**src/rtl/diff_freq_serial_in.sv**
```systemverilog
// diff_freq_serial_in
//   Receive side of the dual-rate serial link. Deserialises one DATA_BIT-wide
//   frame, LSB first, from a single-wire line at a selectable bit period. The
//   frame is armed by a start strobe shared with the transmitter; there is no
//   start-bit detection. Each bit is resolved by a 3-sample majority vote
//   around mid-bit, which rejects single-cycle glitches.
//
// Ports
//   clk          system clock
//   rst_n        asynchronous reset, asserted HIGH (legacy name kept)
//   i_sel_freq   0 = BIT_CLKS_LOW period, 1 = BIT_CLKS_HIGH; latched on start
//   i_start      one-cycle arm strobe (ignored while receiving)
//   i_stop       abort current reception (wins over a same-cycle completion)
//   i_serial     serial line, asynchronous to clk
//   o_data       last completed word, updated only by a completed frame
//   o_busy       high while receiving
//   o_done_tick  one-cycle pulse on the last cycle of a completed frame
module diff_freq_serial_in #(
  parameter int DATA_BIT      = 8,
  parameter int BIT_CLKS_LOW  = 1000,
  parameter int BIT_CLKS_HIGH = 500
) (
  input  logic                clk,
  input  logic                rst_n,
  input  logic                i_sel_freq,
  input  logic                i_start,
  input  logic                i_stop,
  input  logic                i_serial,
  output logic [DATA_BIT-1:0] o_data,
  output logic                o_busy,
  output logic                o_done_tick
);

  localparam int PMAX = (BIT_CLKS_LOW > BIT_CLKS_HIGH) ? BIT_CLKS_LOW : BIT_CLKS_HIGH;
  localparam int CW   = $clog2(PMAX);
  localparam int BW   = (DATA_BIT > 1) ? $clog2(DATA_BIT) : 1;

  localparam logic [CW-1:0] P_LO     = CW'(BIT_CLKS_LOW);
  localparam logic [CW-1:0] P_HI     = CW'(BIT_CLKS_HIGH);
  localparam logic [BW-1:0] LAST_BIT = BW'(DATA_BIT - 1);

  typedef enum logic {IDLE, RECV} state_t;

  state_t               state_q, state_d;
  logic [CW-1:0]        per_q, per_d;
  logic [CW-1:0]        clk_cnt_q, clk_cnt_d;
  logic [BW-1:0]        bit_cnt_q, bit_cnt_d;
  logic [1:0]           vote_q, vote_d;
  logic [DATA_BIT-1:0]  shift_q, shift_d;
  logic [DATA_BIT-1:0]  data_d;
  logic                 sync_q1, sync_d;
  logic                 tick;

  logic [CW-1:0]        half;
  logic [1:0]           vote_tot;

  assign half     = per_q >> 1;
  assign vote_tot = vote_q + {1'b0, sync_d};

  // Two-flop synchroniser for the asynchronous line.
  always_ff @(posedge clk or posedge rst_n) begin
    if (rst_n) begin
      sync_q1 <= 1'b0;
      sync_d  <= 1'b0;
    end else begin
      sync_q1 <= i_serial;
      sync_d  <= sync_q1;
    end
  end

  always_ff @(posedge clk or posedge rst_n) begin
    if (rst_n) begin
      state_q   <= IDLE;
      per_q     <= '0;
      clk_cnt_q <= '0;
      bit_cnt_q <= '0;
      vote_q    <= '0;
      shift_q   <= '0;
      o_data    <= '0;
    end else begin
      state_q   <= state_d;
      per_q     <= per_d;
      clk_cnt_q <= clk_cnt_d;
      bit_cnt_q <= bit_cnt_d;
      vote_q    <= vote_d;
      shift_q   <= shift_d;
      o_data    <= data_d;
    end
  end

  always_comb begin
    state_d   = state_q;
    per_d     = per_q;
    clk_cnt_d = clk_cnt_q;
    bit_cnt_d = bit_cnt_q;
    vote_d    = vote_q;
    shift_d   = shift_q;
    data_d    = o_data;
    tick      = 1'b0;
    case (state_q)
      IDLE: begin
        if (i_start && !i_stop) begin
          state_d   = RECV;
          per_d     = i_sel_freq ? P_HI : P_LO;
          clk_cnt_d = '0;
          bit_cnt_d = '0;
          vote_d    = '0;
          shift_d   = '0;
        end
      end
      RECV: begin
        if (i_stop) begin
          state_d = IDLE;
        end else begin
          clk_cnt_d = clk_cnt_q + 1'b1;
          // Votes at H-1, H, H+1; the first sample restarts the tally.
          if (clk_cnt_q == half - 1'b1)
            vote_d = {1'b0, sync_d};
          else if (clk_cnt_q == half)
            vote_d = vote_tot;
          else if (clk_cnt_q == half + 1'b1)
            shift_d[bit_cnt_q] = vote_tot[1];
          if (clk_cnt_q == per_q - 1'b1) begin
            clk_cnt_d = '0;
            vote_d    = '0;
            if (bit_cnt_q == LAST_BIT) begin
              // shift_d, not shift_q: covers a tiny period where H+1 == P-1.
              data_d  = shift_d;
              tick    = 1'b1;
              state_d = IDLE;
            end else begin
              bit_cnt_d = bit_cnt_q + 1'b1;
            end
          end
        end
      end
      default: state_d = IDLE;
    endcase
  end

  assign o_busy      = (state_q == RECV);
  assign o_done_tick = tick;

endmodule

```
**config.mk**
```make
export PLATFORM = sky130hd
export DESIGN_NAME = diff_freq_serial_in
export DESIGN_NICKNAME = d
export VERILOG_FILES = /design/src/rtl/diff_freq_serial_in.sv
export SDC_FILE = /design/constraint.sdc
export NUM_CORES = 1
export LEC_CHECK = 0
export ABC_AREA = 1
export CORE_ASPECT_RATIO = 1.1
export CORE_MARGIN = 2
export CORE_UTILIZATION = 50
export CTS_CLUSTER_DIAMETER = 120
export CTS_CLUSTER_SIZE = 14
export DETAILED_ROUTE_END_ITERATION = 10
export GPL_TIMING_DRIVEN = 1
export PLACE_DENSITY_LB_ADDON = 0.3
export SLEW_MARGIN = 5
export SYNTH_ARGS = -nofsm -noshare
export SYNTH_HDL_FRONTEND = slang
export SYNTH_SLANG_ARGS = --single-unit
```
**constraint.sdc**
```tcl
create_clock -name clk -period 6.2 [get_ports clk]
set_input_delay 1.24 -clock clk [delete_from_list [all_inputs] [get_ports clk]]
set_output_delay 1.24 -clock clk [all_outputs]
set_load 0.03 [all_outputs]
```
# Word-level counts from Yosys, hierarchy flattened
# Index checks and enable logic that the tools add are counted.
classes:
  n_reduce_logical: 8
  n_bitwise: 2
  n_lt_le_gt_ge: 2
  n_eq_ne: 10
  mux: 34
  n_addsub: 6
ops:
  columns: ["cell", "count"]
  rows:
  - ["$mux W10", 4]
  - ["$mux W8", 5]
  - ["$eq A10 B10 Y1", 3]
  - ["$pmux W10 S2", 1]
  - ["$pmux W8 S2", 1]
  - ["$mux W3", 4]
  - ["$add A10 B1 Y10 const B", 1]
  - ["$add A9 B1 Y10 const B", 1]
  - ["$eq A10 B9 Y1", 1]
  - ["$mux W2", 5]
  - ["$sub A10 B1 Y10 const B", 1]
  - ["$sub A9 B1 Y10 const B", 1]
  - ["$mux W1", 9]
  - ["$bwmux W8", 1]
  - ["$reduce_and A4 Y1", 2]
  - ["$ne A2 B2 Y1 const B", 3]
  - ["$pmux W3 S2", 1]
  - ["$lt A3 B4 Y1 const B", 1]
  - ["$ne A4 B1 Y1 const B", 1]
  - ["$pmux W2 S2", 1]
  - ["$reduce_and A2 Y1", 2]
  - ["$add A3 B1 Y3 const B", 1]
  - ["$demux W1 S3", 1]
  - ["$eq A3 B3 Y1 const B", 1]
  - ["other kinds (8)", 10]
totals:
  input_bits: 6
  ff_bits: 44
  output_inout_bits: 10
  word_cells: 71

# Longest topological paths before layout
# Gate-level depths: netlist of run 1.
depth:
  word_depth: 10
  depth_mapped: 16
  mapped_depth_nobuf: 15

# Worst setup path before layout of run 1
# OpenSTA, ideal clock, no wires.
synth_timing:
  path_type: "reg-to-output"
  start: "register per_q[4]"
  end: "output port o_done_tick"
  slack_ns: 2.796
  arrival_time_ns: 2.164
  stages_incl_launch_ff: 16
  required_ns: 4.960
  path_cell_list: "dfrtp_1 buf_4 inv_1 ha_1 ha_1 inv_1 nand2_1 nand2_1 nor2_2 nand3_2 nor2_4 nand3_4 nor2_4 nand2_4 buf_6 inv_1"
synth_between:
  elab_chain_len: 5
synth_rtl:
  columns: ["element", "line_no", "source"]
  rows:
  - ["from (decl)", "45", "logic [CW-1:0] per_q, per_d;"]
  - ["from (signal assigned)", "82", "per_q <= per_d;"]
  - ["$sub A10 B1 Y10", "123", "if (clk_cnt_q == per_q - 1'b1) begin"]
  - ["$eq A10 B10 Y1", "123", null]
  - ["$mux W1", "123", null]
  - ["$mux W1", "112", "if (i_stop) begin"]
  - ["$mux W1", "100", "case (state_q)"]
  - ["to (decl)", "31", "output logic o_done_tick"]
# Every way passes these cells.

# Final worst setup path of run 1
# Ends and elaborated chain as after synthesis.

==> flow_summary.ini, run 1 <==
[clock_tree]
root_buffer = clkbuf_8
clock_path_buffers = 2
cts_tree = built
clkTransAtPathRegs_ps = 70
number_of_hold_repair_buffers_added_at_the_cts_stage = 0
numClockSinks = 37
count_of_h_tree_levels_built_during_cts = 2
clk-insertion-delay-late_ps = 300
cts_inserted_buffers = 5
post_cts_buffers = 0
post_cts_resize_count = 0

[worst_setup_path]
path_cells = inv_1 -> ha_1 -> ha_1 -> inv_1 -> nand2_1 -> nand2_1 -> nor2_2 -> nand3_2 -> nor2_4 -> nand3_4 -> nor2_4 -> nand2_4 -> inv_1 -> clkdlybuf4s50_1
critPathKind = flop to primary output
launch_instance_of_the_worst_register_to_register_path = per_q[4]
worstSetupPathDepth = 14
crit-reg2reg-capture = clk_cnt_q[9]
critPathTopFamily = buffers and inverters
max_stage_delay_ps = 660
crit_path_start_kind = flop
critical_path_arrival_ps = 3180
crit_path_end_kind = primary output
worstPathBufferInverterCount = 4
biggest_fanout_along_the_worst_timing_path = 17
crit_required_ps = 4960
rrSetupSlack_ps = 3750
worst_r2r_path_depth = 12
critPathMostFrequentCell = inv_1
slowest_stage = clkdlybuf4s50_1

[power_and_ir_drop]
power.static_leakage_nw = 1.27
clkPwrFrac_pct = 35.2
p_sw_uw = 202
combinationalPowerShare_pct = 20.7
power-per-cell-area_mw_per_mm2 = 236
power.share.switching_pct = 31.8
total_power_uw = 635
pwr-share-seq_pct = 44.2
p_int_uw = 433
vdd.ir_drop.worst_mv = 0.106

[place]
dpl.cell_count = 377
gpl.final_weighted_congestion = 0.892
pre_cts_ws_ps = 2070
dp_hpwl_um = 3680
port_buffers = 15

[drt]
drt_drc_violations_left = 0
vias_per_cell = 5.29
detail-route-antenna-nets = 0
detailedRoute.firstPassIterationCount = 4
num_vias = 2038
postRouteWirelength_um = 5000
drt_iter0_markers = 100
wire_per_inst_um = 13.0

[grt]
grt_ovf = 0
first_global_vias = 1942
pin_count_of_the_biggest_net_entering_global_routing = 38
grt_util_met3_pct = 4.50
grt_first_pass_wirelength_um = 8740
grt.met1_usage_pct = 25.3
gr-usage-all-layers_pct = 20.2
antenna_found_initial = 0
use_met2_pct = 34.0
global_route.peak_usage_layer = met2

[synth]
netlist_top_cells_area = dfrtp_1 39%, nand2_1 12%, nand3_1 5.9%
synth_most_common_cell = nand2_1
ys.warnings.count = 0
synth-edff-count = 0
syn_nets = 325
synth.cells.most_frequent = 73 x nand2_1, 37 x dfrtp_1, 32 x inv_1
yosys_most_used_dff = dfrtp_1
postSynthRegisterBits = 37
mappedNetlistArea_mm2 = 0.00238
synth.largest_area_cell = dfrtp_1
synth_top_area_share_pct = 38.9
postSynth.asyncResetShare_pct = 100
number_of_instances_in_the_synthesized_netlist = 311
synth-seq-area-share_pct = 38.9
number_of_unique_standard_cell_types_used_by_synthesis = 31
post_synth.cell_area_avg_um2 = 7.65

[min_path]
hold_path_end = sync_d
hp-start = sync_q1
hold_path.class = flop to flop
number_of_cells_on_the_worst_hold_path = 0

[die]
floorplan.die_area_mm2 = 0.00533
row_count = 26
coreArea_mm2 = 0.00462
io_pins = 16
start_util_pct = 51.5
dieWidth_um = 69.8
dieHeight_um = 76.4

[timing]
worst_pin_slew_ps = 723
rsz_0062_raised_after_global_routing = false
maxSlewHeadroom_pct = 51.5
achievable-frequency_mhz = 226
final_max_slew_viol_count = 0
setup-violations-final = 0
final.min_clock_period_ps = 4420
final_hold_viol_count = 0
final_min_period_over_clock_period_pct = 71.2
fin_ws_ps = 1780
totalNegativeSetupSlack_ps = 0
worst_clock_skew_ps = 8.94

[layout]
antenna_cells = 0
area_overhead_of_the_layout_relative_to_synthesis_pct = 12.8
final_layout_size_suffix_gt1_share_pct = 13.4
number_of_nets_at_the_end_of_the_flow = 342
layout_cells_excl_fill = 385

[flow_run]
drv_cap = 0

[outcome]
result_of_the_run = finished, final reports clean
-- placed cells by master, fill, tap and decap left out, types with 7 or more instances in the layout --
cell type        count
o21ai_1              9
nand2_1             73
clkdlybuf4s50_1     15
dfrtp_1             37
nand3_1             28
inv_1               32
o21ai_2              7
nor2_1              28
o22ai_1             16
xor2_1               7
inv_2                8
o21ai_0             12
ha_1                 8
-- cell type report --
cell class,instances,area (um^2)
clock buffer,6,82.6
fill,433,1940
multi-input combinational,227,1260
tap,56,70.1
timing repair buffer,16,158
clock inverter,2,37.5
inverter,41,154
sequential,37,926
-- routing by layer --
metal | routed length [um] | vias to the layer above
li1 | - | 1051
met2 | 2430 | 46
met3 | 160 | 11
met5 | 0 | -
met1 | 2310 | 930
met4 | 102 | 0
-- registers in the layout (all words and copies together), names as in the netlist --
| name | flops |
|---|---|
| sync_q1 | 1 |
| vote_q | 2 |
| o_busy | 1 |
| clk_cnt_q | 10 |
| shift_q | 8 |
| o_data | 8 |
| bit_cnt_q | 3 |
| sync_d | 1 |
| per_q | 3 |
-- how the worst max path moves through the flow --
| stage | from | end | slack (ps) |
|---|---|---|---|
| after detailed placement | i_stop | o_done_tick | 2070 |
| after floorplan | per_q[4] | o_done_tick | 2800 |
| after global routing | per_q[3] | o_done_tick | 1560 |
| final | per_q[4] | o_done_tick | 1780 |
| after CTS | per_q[4] | o_done_tick | 1790 |
| after global placement | i_stop | o_done_tick | 2080 |
-- power groups by stage --
| stage | registers, mW | clock network, mW | logic, mW |
|---|---|---|---|
| 3_3_place_gp | 0.284 | 0 | 0.128 |
| 4_1_cts | 0.280 | 0.224 | 0.131 |
| 6_report | 0.280 | 0.223 | 0.131 |
| 3_5_place_dp | 0.284 | 0 | 0.130 |
| 5_1_grt | 0.283 | 0.236 | 0.150 |
| 2_1_floorplan | 0.275 | 0 | 0.108 |
-- through the flow --
step / cell area [um^2] / hold slack (ps) / util (%)
2_1_floorplan: 2380 / 331 / -
3_3_place_gp: 2560 / 332 / 55.5
3_5_place_dp: 2560 / 353 / 55.5
4_1_cts: 2680 / 370 / 58.1
5_1_grt: 2680 / 374 / 58.1
6_report: 2680 / 374 / 58.1
-- logic make-up after synthesis --
family	count (synthesis)	share of synthesized area, %
multiplexers	5	2.10
buffers and inverters	47	8.31
XOR/XNOR	9	3.31
adder cells (fa/ha/maj)	8	4.21
flip-flops	37	38.9
AO/OA/AOI/OAI	52	13.1
AND/OR/NAND/NOR	153	30.0
Power figures use the tool's default switching activity.
==> run 2, diff against run 1 <==
clock period = 4.2 ns   (was 6.2 ns; I/O delays follow)
==> flow_summary.ini, run 2 (synthesis results as in run 1) <==
[worst_setup_path]
critPathKind = flop to primary output
critPathTopFamily = buffers and inverters
critical_path_arrival_ps = 3090
slowest_stage = clkdlybuf4s50_1
crit_required_ps = 3360
path_cells = inv_1 -> ha_1 -> ha_1 -> inv_1 -> nand2_1 -> nand2_1 -> nand2_1 -> nand3_1 -> nor2_2 -> nand3_4 -> nor2_4 -> nand2_4 -> inv_1 -> clkdlybuf4s50_1
worstPathBufferInverterCount = 4
biggest_fanout_along_the_worst_timing_path = 17
crit_path_start_kind = flop
crit_path_end_kind = primary output
max_stage_delay_ps = 660

[die]
dieHeight_um = 76.4
coreArea_mm2 = 0.00462
io_pins = 16
dieWidth_um = 69.8
row_count = 26
start_util_pct = 51.5
floorplan.die_area_mm2 = 0.00533

[timing]
final_max_slew_viol_count = 0
totalNegativeSetupSlack_ps = 0
final_hold_viol_count = 0
setup-violations-final = 0
rsz_0062_raised_after_global_routing = false
final.min_clock_period_ps = 3930
achievable-frequency_mhz = 255
fin_ws_ps = 274
final_min_period_over_clock_period_pct = 93.5
worst_clock_skew_ps = 8.52
worst_pin_slew_ps = 752
maxSlewHeadroom_pct = 49.5

[layout]
layout_cells_excl_fill = 385
num-fill-cells = 435
final_layout_size_suffix_gt1_share_pct = 13.7
number_of_nets_at_the_end_of_the_flow = 342
antenna_cells = 0
layout_common_cells = 73 x nand2_1, 36 x dfrtp_1, 32 x inv_1
sequential_cell_area_um2 = 927
layout_commonest_cell = nand2_1
top_register = clk_cnt_q
final_cell_area_mm2 = 0.00270
area_overhead_of_the_layout_relative_to_synthesis_pct = 13.6
largest_reg_flops = 10
multiInputGateArea_mm2 = 0.00126
top_regs = clk_cnt_q (10), o_data (8), shift_q (8)

[place]
dp_hpwl_um = 3660
dpl.cell_count = 377
port_buffers = 15
pre_cts_ws_ps = 524
placement.cell_area_mm2 = 0.00256
gpl.final_weighted_congestion = 0.974

[drt]
postRouteWirelength_um = 4950
drt_drc_violations_left = 0
detailedRoute.firstPassIterationCount = 4
drt_iter0_markers = 156
detail-route-antenna-nets = 0
vias_per_cell = 5.34
num_vias = 2054
wire_per_inst_um = 12.9

[clock_tree]
clk-insertion-delay-late_ps = 300
cts_inserted_buffers = 5
numClockSinks = 37
number_of_hold_repair_buffers_added_at_the_cts_stage = 0
clock_path_buffers = 2
post_cts_buffers = 0
root_buffer = clkbuf_8
post_cts_resize_count = 0
count_of_h_tree_levels_built_during_cts = 2
clkTransAtPathRegs_ps = 70
cts_tree = built

[outcome]
result_of_the_run = finished, final reports clean

[power_and_ir_drop]
vdd.ir_drop.worst_mv = 0.166
power.static_leakage_nw = 1.28
total_power_uw = 986
power-per-cell-area_mw_per_mm2 = 365

[grt]
antenna_found_initial = 0
gr-usage-all-layers_pct = 20.3
pin_count_of_the_biggest_net_entering_global_routing = 38
grt_ovf = 0
grt_first_pass_wirelength_um = 8780
first_global_vias = 1941

[min_path]
hold_path.class = flop to flop

[flow_run]
drv_cap = 0
## run 2: cell types whose count changed in the layout (fill, tap and decap cells not counted), sizes merged
cell / delta
bufinv: +1
inv: +1
clkinvlp: -1
clkbuf: -1
## run 2: worst register-to-register path, stage by stage, from the launching register on
cell     delay [ps]
dfrtp_2         470
inv_1           130
ha_1            270
ha_1            270
inv_1            80
nand2_1          80
nand2_1          70
nand2_1          90
nand3_1         100
nor2_2          130
nand3_4         110
nand2_1         280
o22ai_1         120
## run 2: area by class of cell
type                       count  share of cell area (%)
sequential                    37                    34.3
tap                           56                    2.59
clock inverter                 3                    2.55
multi-input combinational    227                    46.5
timing repair buffer          16                    5.83
inverter                      41                    5.69
clock buffer                   5                    2.55
## run 2: layer usage
layer | vias up | global-route usage (%) | wire [um]
met1 | 943 | 25.5 | 2210
met3 | 15 | 4.10 | 168
met5 | - | 0 | 0
met2 | 46 | 33.7 | 2420
li1 | 1050 | - | -
met4 | 0 | 8.65 | 159
## run 2: final timing paths
check                      startpoint  slack [ps]  cells after the start      endpoint
max                          per_q[4]         270                     14   o_done_tick
min                           sync_q1         350                      0        sync_d
max reg2reg                  per_q[4]        1870                     12  clk_cnt_q[4]
min reg2reg                   sync_q1         350                      0        sync_d
max in group asynchronous       rst_n        2900                      3      per_q[4]
min in group asynchronous       rst_n         940                      3     o_data[6]
## run 2: power breakdown
group | switching, mW | internal, mW
sequential | 0.0374 | 0.377
combinational | 0.124 | 0.0694
clock | 0.139 | 0.239
## run 2: metrics by stage
stage	hold WS (ps)	util, %
2_1_floorplan	331	-
3_3_place_gp	333	55.5
3_5_place_dp	337	55.5
4_1_cts	355	58.5
5_1_grt	373	58.5
6_report	352	58.5
